## src/rtl/spi_adc_pkg.sv

```systemverilog
// Shared types and constants for the ADC128S SPI slave front-end.
package spi_adc_pkg;

  typedef enum logic {
    IDLE  = 1'b0,
    SHIFT = 1'b1
  } state_t;

  localparam int FRAME_BITS = 16;
  localparam int CNT_W      = 5;

  // Bit count value that marks a complete frame; the counter saturates here.
  localparam logic [CNT_W-1:0] FRAME_CNT = CNT_W'(FRAME_BITS);

endpackage

```

## src/rtl/spi_sync_edge.sv

```systemverilog
// Three-flop synchronizer for an asynchronous pin with rise/fall event outputs.
// The second flop is the synchronized level; the third flop remembers the
// previous level so single-cycle edge pulses can be derived.
module spi_sync_edge #(
  parameter logic RST_VAL = 1'b0
) (
  input  logic clk,
  input  logic rst_n,
  input  logic d_in,
  output logic sync_o,
  output logic rise_o,
  output logic fall_o
);

  logic [2:0] sync_q;
  logic [2:0] sync_d;

  // Shift the pin value through the chain, oldest sample in the top bit.
  always_comb begin
    sync_d = {sync_q[1:0], d_in};
  end

  // Chain register; resets to the pin's idle level so no false edge appears.
  always_ff @(posedge clk or negedge rst_n) begin
    if (!rst_n) begin
      sync_q <= {3{RST_VAL}};
    end else begin
      sync_q <= sync_d;
    end
  end

  assign sync_o = sync_q[1];
  assign rise_o = sync_q[1] & ~sync_q[2];
  assign fall_o = ~sync_q[1] & sync_q[2];

endmodule

```

## src/rtl/spi_adc128s_slave.sv

```systemverilog
// SPI mode-0 slave front-end of the ADC128S behavioural model.
// Receives a 16-bit command word and returns A2D_data in the same frame.
// Optional macro SPI_MISO_TRISTATE_EN: MISO floats (1'bz) while the slave
// is deselected; without it MISO is driven low while deselected.
module spi_adc128s_slave
  import spi_adc_pkg::*;
(
  input  logic        clk,
  input  logic        rst_n,
  input  logic        SS_n,
  input  logic        SCLK,
  input  logic        MOSI,
  output logic        MISO,
  input  logic [15:0] A2D_data,
  output logic [15:0] cmd,
  output logic        rdy
);

  // Synchronized pin levels and edge events.
  logic ss_sync, ss_rise, ss_fall;
  logic sclk_lvl_unused, sclk_rise, sclk_fall;
  logic mosi_sync;

  logic [1:0] mosi_q, mosi_d;

  state_t             state_q, state_d;
  logic [15:0]        tx_shft_q, tx_shft_d;
  logic [15:0]        rx_shft_q, rx_shft_d;
  logic [CNT_W-1:0]   bit_cnt_q, bit_cnt_d;
  logic [15:0]        cmd_q, cmd_d;
  logic               rdy_q, rdy_d;

  // Values after this cycle's SCLK rise, used by the end-of-frame check so a
  // coincident rise is counted before the frame is judged.
  logic [15:0]        rx_after;
  logic [CNT_W-1:0]   cnt_after;

  logic miso_en, miso_bit;

  spi_sync_edge #(.RST_VAL(1'b1)) u_ss_sync (
    .clk    (clk),
    .rst_n  (rst_n),
    .d_in   (SS_n),
    .sync_o (ss_sync),
    .rise_o (ss_rise),
    .fall_o (ss_fall)
  );

  spi_sync_edge #(.RST_VAL(1'b0)) u_sclk_sync (
    .clk    (clk),
    .rst_n  (rst_n),
    .d_in   (SCLK),
    .sync_o (sclk_lvl_unused),
    .rise_o (sclk_rise),
    .fall_o (sclk_fall)
  );

  // MOSI needs only two stages; it is sampled on the synchronized SCLK rise.
  always_comb begin
    mosi_d = {mosi_q[0], MOSI};
  end

  assign mosi_sync = mosi_q[1];

  // State register and datapath registers.
  always_ff @(posedge clk or negedge rst_n) begin
    if (!rst_n) begin
      state_q   <= IDLE;
      mosi_q    <= 2'b00;
      tx_shft_q <= 16'h0000;
      rx_shft_q <= 16'h0000;
      bit_cnt_q <= '0;
      cmd_q     <= 16'h0000;
      rdy_q     <= 1'b0;
    end else begin
      state_q   <= state_d;
      mosi_q    <= mosi_d;
      tx_shft_q <= tx_shft_d;
      rx_shft_q <= rx_shft_d;
      bit_cnt_q <= bit_cnt_d;
      cmd_q     <= cmd_d;
      rdy_q     <= rdy_d;
    end
  end

  // Next-state logic: a select fall starts (or restarts) a frame, a select
  // rise ends it.
  always_comb begin
    state_d = state_q;
    case (state_q)
      IDLE:    if (ss_fall) state_d = SHIFT;
      SHIFT: begin
        if (ss_fall)      state_d = SHIFT;
        else if (ss_rise) state_d = IDLE;
      end
      default: state_d = IDLE;
    endcase
  end

  // Datapath: load on frame start, shift on SCLK edges, publish on frame end.
  always_comb begin
    tx_shft_d = tx_shft_q;
    rx_shft_d = rx_shft_q;
    bit_cnt_d = bit_cnt_q;
    cmd_d     = cmd_q;
    rdy_d     = rdy_q;
    rx_after  = rx_shft_q;
    cnt_after = bit_cnt_q;

    if (ss_fall) begin
      // Frame start (or restart of a frame that never closed).
      tx_shft_d = A2D_data;
      bit_cnt_d = '0;
      rdy_d     = 1'b0;
    end else if (state_q == SHIFT) begin
      if (sclk_rise) begin
        rx_after = {rx_shft_q[14:0], mosi_sync};
        if (bit_cnt_q != FRAME_CNT) begin
          cnt_after = bit_cnt_q + 1'b1;
        end
      end
      // The first fall of a frame follows the first rise, whose bit was
      // already presented on MISO since the load; shift only after that.
      if (sclk_fall && (bit_cnt_q != '0)) begin
        tx_shft_d = {tx_shft_q[14:0], 1'b0};
      end
      rx_shft_d = rx_after;
      bit_cnt_d = cnt_after;
      if (ss_rise && (cnt_after == FRAME_CNT)) begin
        cmd_d = rx_after;
        rdy_d = 1'b1;
      end
    end
  end

  // Output logic: MISO follows the transmit MSB while selected.
  always_comb begin
    miso_en  = ~ss_sync;
    miso_bit = tx_shft_q[15];
  end

`ifdef SPI_MISO_TRISTATE_EN
  assign MISO = miso_en ? miso_bit : 1'bz;
`else
  assign MISO = miso_en ? miso_bit : 1'b0;
`endif

  assign cmd = cmd_q;
  assign rdy = rdy_q;

endmodule

```

## config.mk

```make
export PLATFORM = sky130hd
export DESIGN_NAME = spi_adc128s_slave
export DESIGN_NICKNAME = d
export VERILOG_FILES = /design/src/rtl/spi_adc_pkg.sv /design/src/rtl/spi_sync_edge.sv /design/src/rtl/spi_adc128s_slave.sv
export SDC_FILE = /design/constraint.sdc
export NUM_CORES = 1
export LEC_CHECK = 0
export ABC_AREA = 1
export ABC_CLOCK_PERIOD_IN_PS = 1780
export CAP_MARGIN = 10
export CORE_ASPECT_RATIO = 1.5
export CORE_MARGIN = 4
export CORE_UTILIZATION = 40
export DETAILED_ROUTE_END_ITERATION = 16
export PLACE_DENSITY = 0.62
export SETUP_SLACK_MARGIN = 0.1
export SLEW_MARGIN = 20
export SYNTH_ARGS = -nofsm -noshare
export SYNTH_HDL_FRONTEND = slang
export SYNTH_SLANG_ARGS = --single-unit
```

## constraint.sdc

```tcl
create_clock -name clk -period 1.78 [get_ports clk]
set_input_delay 0.267 -clock clk [delete_from_list [all_inputs] [get_ports clk]]
set_output_delay 0.267 -clock clk [all_outputs]
set_load 0.03 [all_outputs]
```

==> results.cfg <==
[status]
status = complete, no violations

[grt]
met3_usage_pct = 4.33
grt_util_met1_pct = 16.0
antenna_found_initial = 0
gr-usage-all-layers_pct = 14.1
grt_pass1_vias = 2245
grt_max_degree = 41
grt_util_met2_pct = 24.5
grt_first_pass_wirelength_mm = 9.94
grt-busiest-layer = met2
overflow = 0

[timing]
fin_crit_sh_pct = 95.5
post-route-min-period_ps = 1700
relSlewSlack_pct = 65.9
whs_ps = 342
fin_ws_ps = 79.3
clock_skew_ps = 9.32
drv_slew = 0
hold_viol = 0
setup_viol = 0
max_freq_ghz = 0.588
tightest_slew_ps = 511
rsz0062_at_grt = yes

[worst_setup_path]
cp.depth = 10
r2r_setup_slack_ps = 80
max_stage_delay_ps = 420
cp_max_fo = 8
slowest_stage = dfrtp_1
cp_cell_sequence = inv_2 > ha_4 > nand3_2 > nand2_2 > nor2_4 > nand3_4 > nor2_8 > buf_6 > nand3_1 > nand2_1
crit_buf_inv = 2
r2r-end = cmd[9]$_DFFE_PN0P_
cp_top_family = simple AND/OR/NAND/NOR gates
startpoint = bit_cnt_q[1]$_DFFE_PN0P_
crit_type = reg -> reg
crit_required_ps = 2050
cp-end-kind = flip-flop
crit_arrival_ps = 1980
r2r-start = bit_cnt_q[1]$_DFFE_PN0P_
r2r_cells = 10
crit_path_end = cmd[9]$_DFFE_PN0P_
startpoint_type = flip-flop

[layout]
antenna_cells = 0
area_growth_pct = 31.4
drive_gt1_share_pct = 21.3
stdcell_count = 491
nNetsFinal = 412
fillers = 636
fin_util_pct = 54.8
multi_input_area_mm2 = 0.00124
regArea_mm2 = 0.00158

[power_and_ir_drop]
powerDensity_mw_per_mm2 = 884
power_mw = 3.39
leakage_nw = 1.85
peakVddDrop_uv = 510

[floorplan]
core_mm2 = 0.00699
initial_core_util_pct = 41.7
ioPinCount = 39
die_h_um = 113
die_w_um = 77.7
dieArea_mm2 = 0.00875
std_cell_rows = 37

[synthesis]
seq_area_frac_synth_pct = 54.2
avgSynthCellArea_um2 = 8.73
ys_top_cells_by_area = dfrtp_1 51%, nand2_1 14%, nand3_1 6.7%, o211ai_1 3.9%, o21ai_0 3.3%
yosys_register_bits = 63
synth_top_cell_area_share_pct = 51.5
syn_inst = 334
yosysTopAreaCell = dfrtp_1
ys.warnings.count = 0
netlist-cell-type-count = 28
syn-cell-area_mm2 = 0.00292
synth_fp_nets = 357

[detailed_routing]
via_count = 2336
dr.pass1.iters = 4
routedWlPerCell_um = 12.1
drc = 0
routed_wl_mm = 5.96
routed_via_density = 4.76
initialDrtViolationCount = 161
antenna_left = 0

[clocking]
clockRootBuffer = clkbuf_8
cts_tree = yes
cts_sinks = 63
cts_buffers = 9
clk_pin_slew_ps = 80
clkLatencyLatePin_ps = 330
cts_buffer_depth = 2
cts-htree-levels = 3

[placement]
dpl_worst_slack_ps = 92.1
place_congestion = 0.759
placed_cells = 462
dpl.hpwl_mm = 3.94
numPortBuffers = 38

[worst_hold_path]
holdPathStages = 1
hold_path_class = in -> reg

[flow_run]
maxCapViolations = 0
==> synthesized netlist by cell type <==
library cell,number
inv_2,3
o22ai_1,3
ha_1,2
dfstp_2,3
o21ai_2,2
nand2_4,1
buf_8,1
nor2_1,4
nand2_2,12
dfrtp_1,60
o21ai_0,19
clkinv_2,1
nand3_1,39
o21ai_1,15
o211ai_1,15
nand2_8,1
nor2_2,2
nor2_4,1
inv_1,24
inv_4,1
buf_4,2
clkbuf_1,10
nor2_8,1
a21oi_1,1
buf_2,3
nand2_1,105
nand3_4,1
nand3_2,2
==> cell families after synthesis <==
| kind of cell | share of synthesized area, % |
|---|---|
| AOI/OAI and AO/OA | 11.1 |
| adders and majority gates | 0.858 |
| buffers and inverters | 6.69 |
| DFF | 54.2 |
| and+or+nand+nor | 27.2 |
==> per-layer routing <==
layer,up-vias,routed length (µm)
met4,0,83
met5,-,0
li1,1203,-
met2,37,3130
met1,1090,2540
met3,6,203
==> area by class of cell <==
| type | instances | share of cell area [%] |
|---|---|---|
| flip-flops and latches | 63 | 41.2 |
| repair buffers | 58 | 15.1 |
| clock inverters | 6 | 1.57 |
| multi-input cells | 228 | 32.3 |
| inverters | 29 | 3.00 |
| clock buffers | 10 | 3.59 |
| well taps | 97 | 3.17 |
==> report_power, final <==
part / leakage [nW] / switching, mW / internal, mW
logic: 0.920 / 0.320 / 0.221
registers: 0.827 / 0.0671 / 1.56
clock network: 0.0981 / 0.545 / 0.677
total: 1.85 / 0.932 / 2.46
==> registers in the layout (all words and copies together), names as in the netlist <==
name / count
cmd: 16
tx_shft_q: 16
bit_cnt_q: 5
state_q: 1
rx_shft_q: 16
rdy: 1
u_ss_sync.sync_q: 3
mosi_q: 2
u_sclk_sync.sync_q: 3
==> worst min-delay path by stage <==
stage | from | endpoint | slack, ps
2_1_floorplan | rst_n | bit_cnt_q[0]$_DFFE_PN0P_ | -30
3_3_place_gp | rst_n | u_sclk_sync.sync_q[0]$_DFF_PN0_ | 290
3_5_place_dp | rst_n | u_sclk_sync.sync_q[0]$_DFF_PN0_ | 290
4_1_cts | SS_n | u_ss_sync.sync_q[0]$_DFF_PN1_ | 330
5_1_grt | SS_n | u_ss_sync.sync_q[0]$_DFF_PN1_ | 320
6_report | SS_n | u_ss_sync.sync_q[0]$_DFF_PN1_ | 340
==> repair_timing <==
item                                   in CTS  in global routing
setup endpoints to repair                  15                 28
pin swaps                                   0                 20
gates cloned                                0                  2
resized for setup                           2                 29
setup buffers                               3                  7
hold buffers                                1                  0
endpoints found under the hold margin      23                  0
==> worst reg2reg max path, cell delays in order, from the launching register on <==
cell     delay [ps]
dfrtp_1         420
inv_2           100
ha_4            200
nand3_2          70
nand2_2          70
nor2_4          120
nand3_4          90
nor2_8          260
buf_6           180
nand3_1          70
nand2_1          80
==> per-stage QoR <==
step | cell area [µm²] | setup TNS, ps
floorplan | 2920 | 0
global placement | 3420 | 0
detailed placement | 3420 | 0
CTS | 3650 | 0
global route | 3830 | -535
finish | 3830 | 0
==> layout by cell type, fill, tap and decap left out, types with 3 or more instances in the layout <==
master           instances
inv_2                    4
clkbuf_8                10
buf_4                   14
clkinv_2                 4
o21ai_1                 16
dlymetal6s2s_1           7
o21ai_0                 18
dfstp_2                  3
dfrtp_1                 60
inv_1                   22
nand2_1                103
clkdlybuf4s50_1         28
nand3_1                 30
buf_6                    3
nor2_1                   4
o211ai_1                15
nand2_2                 14
nand3_2                 11
o22ai_1                  3
Note: power is estimated with default switching activity, not from simulation.
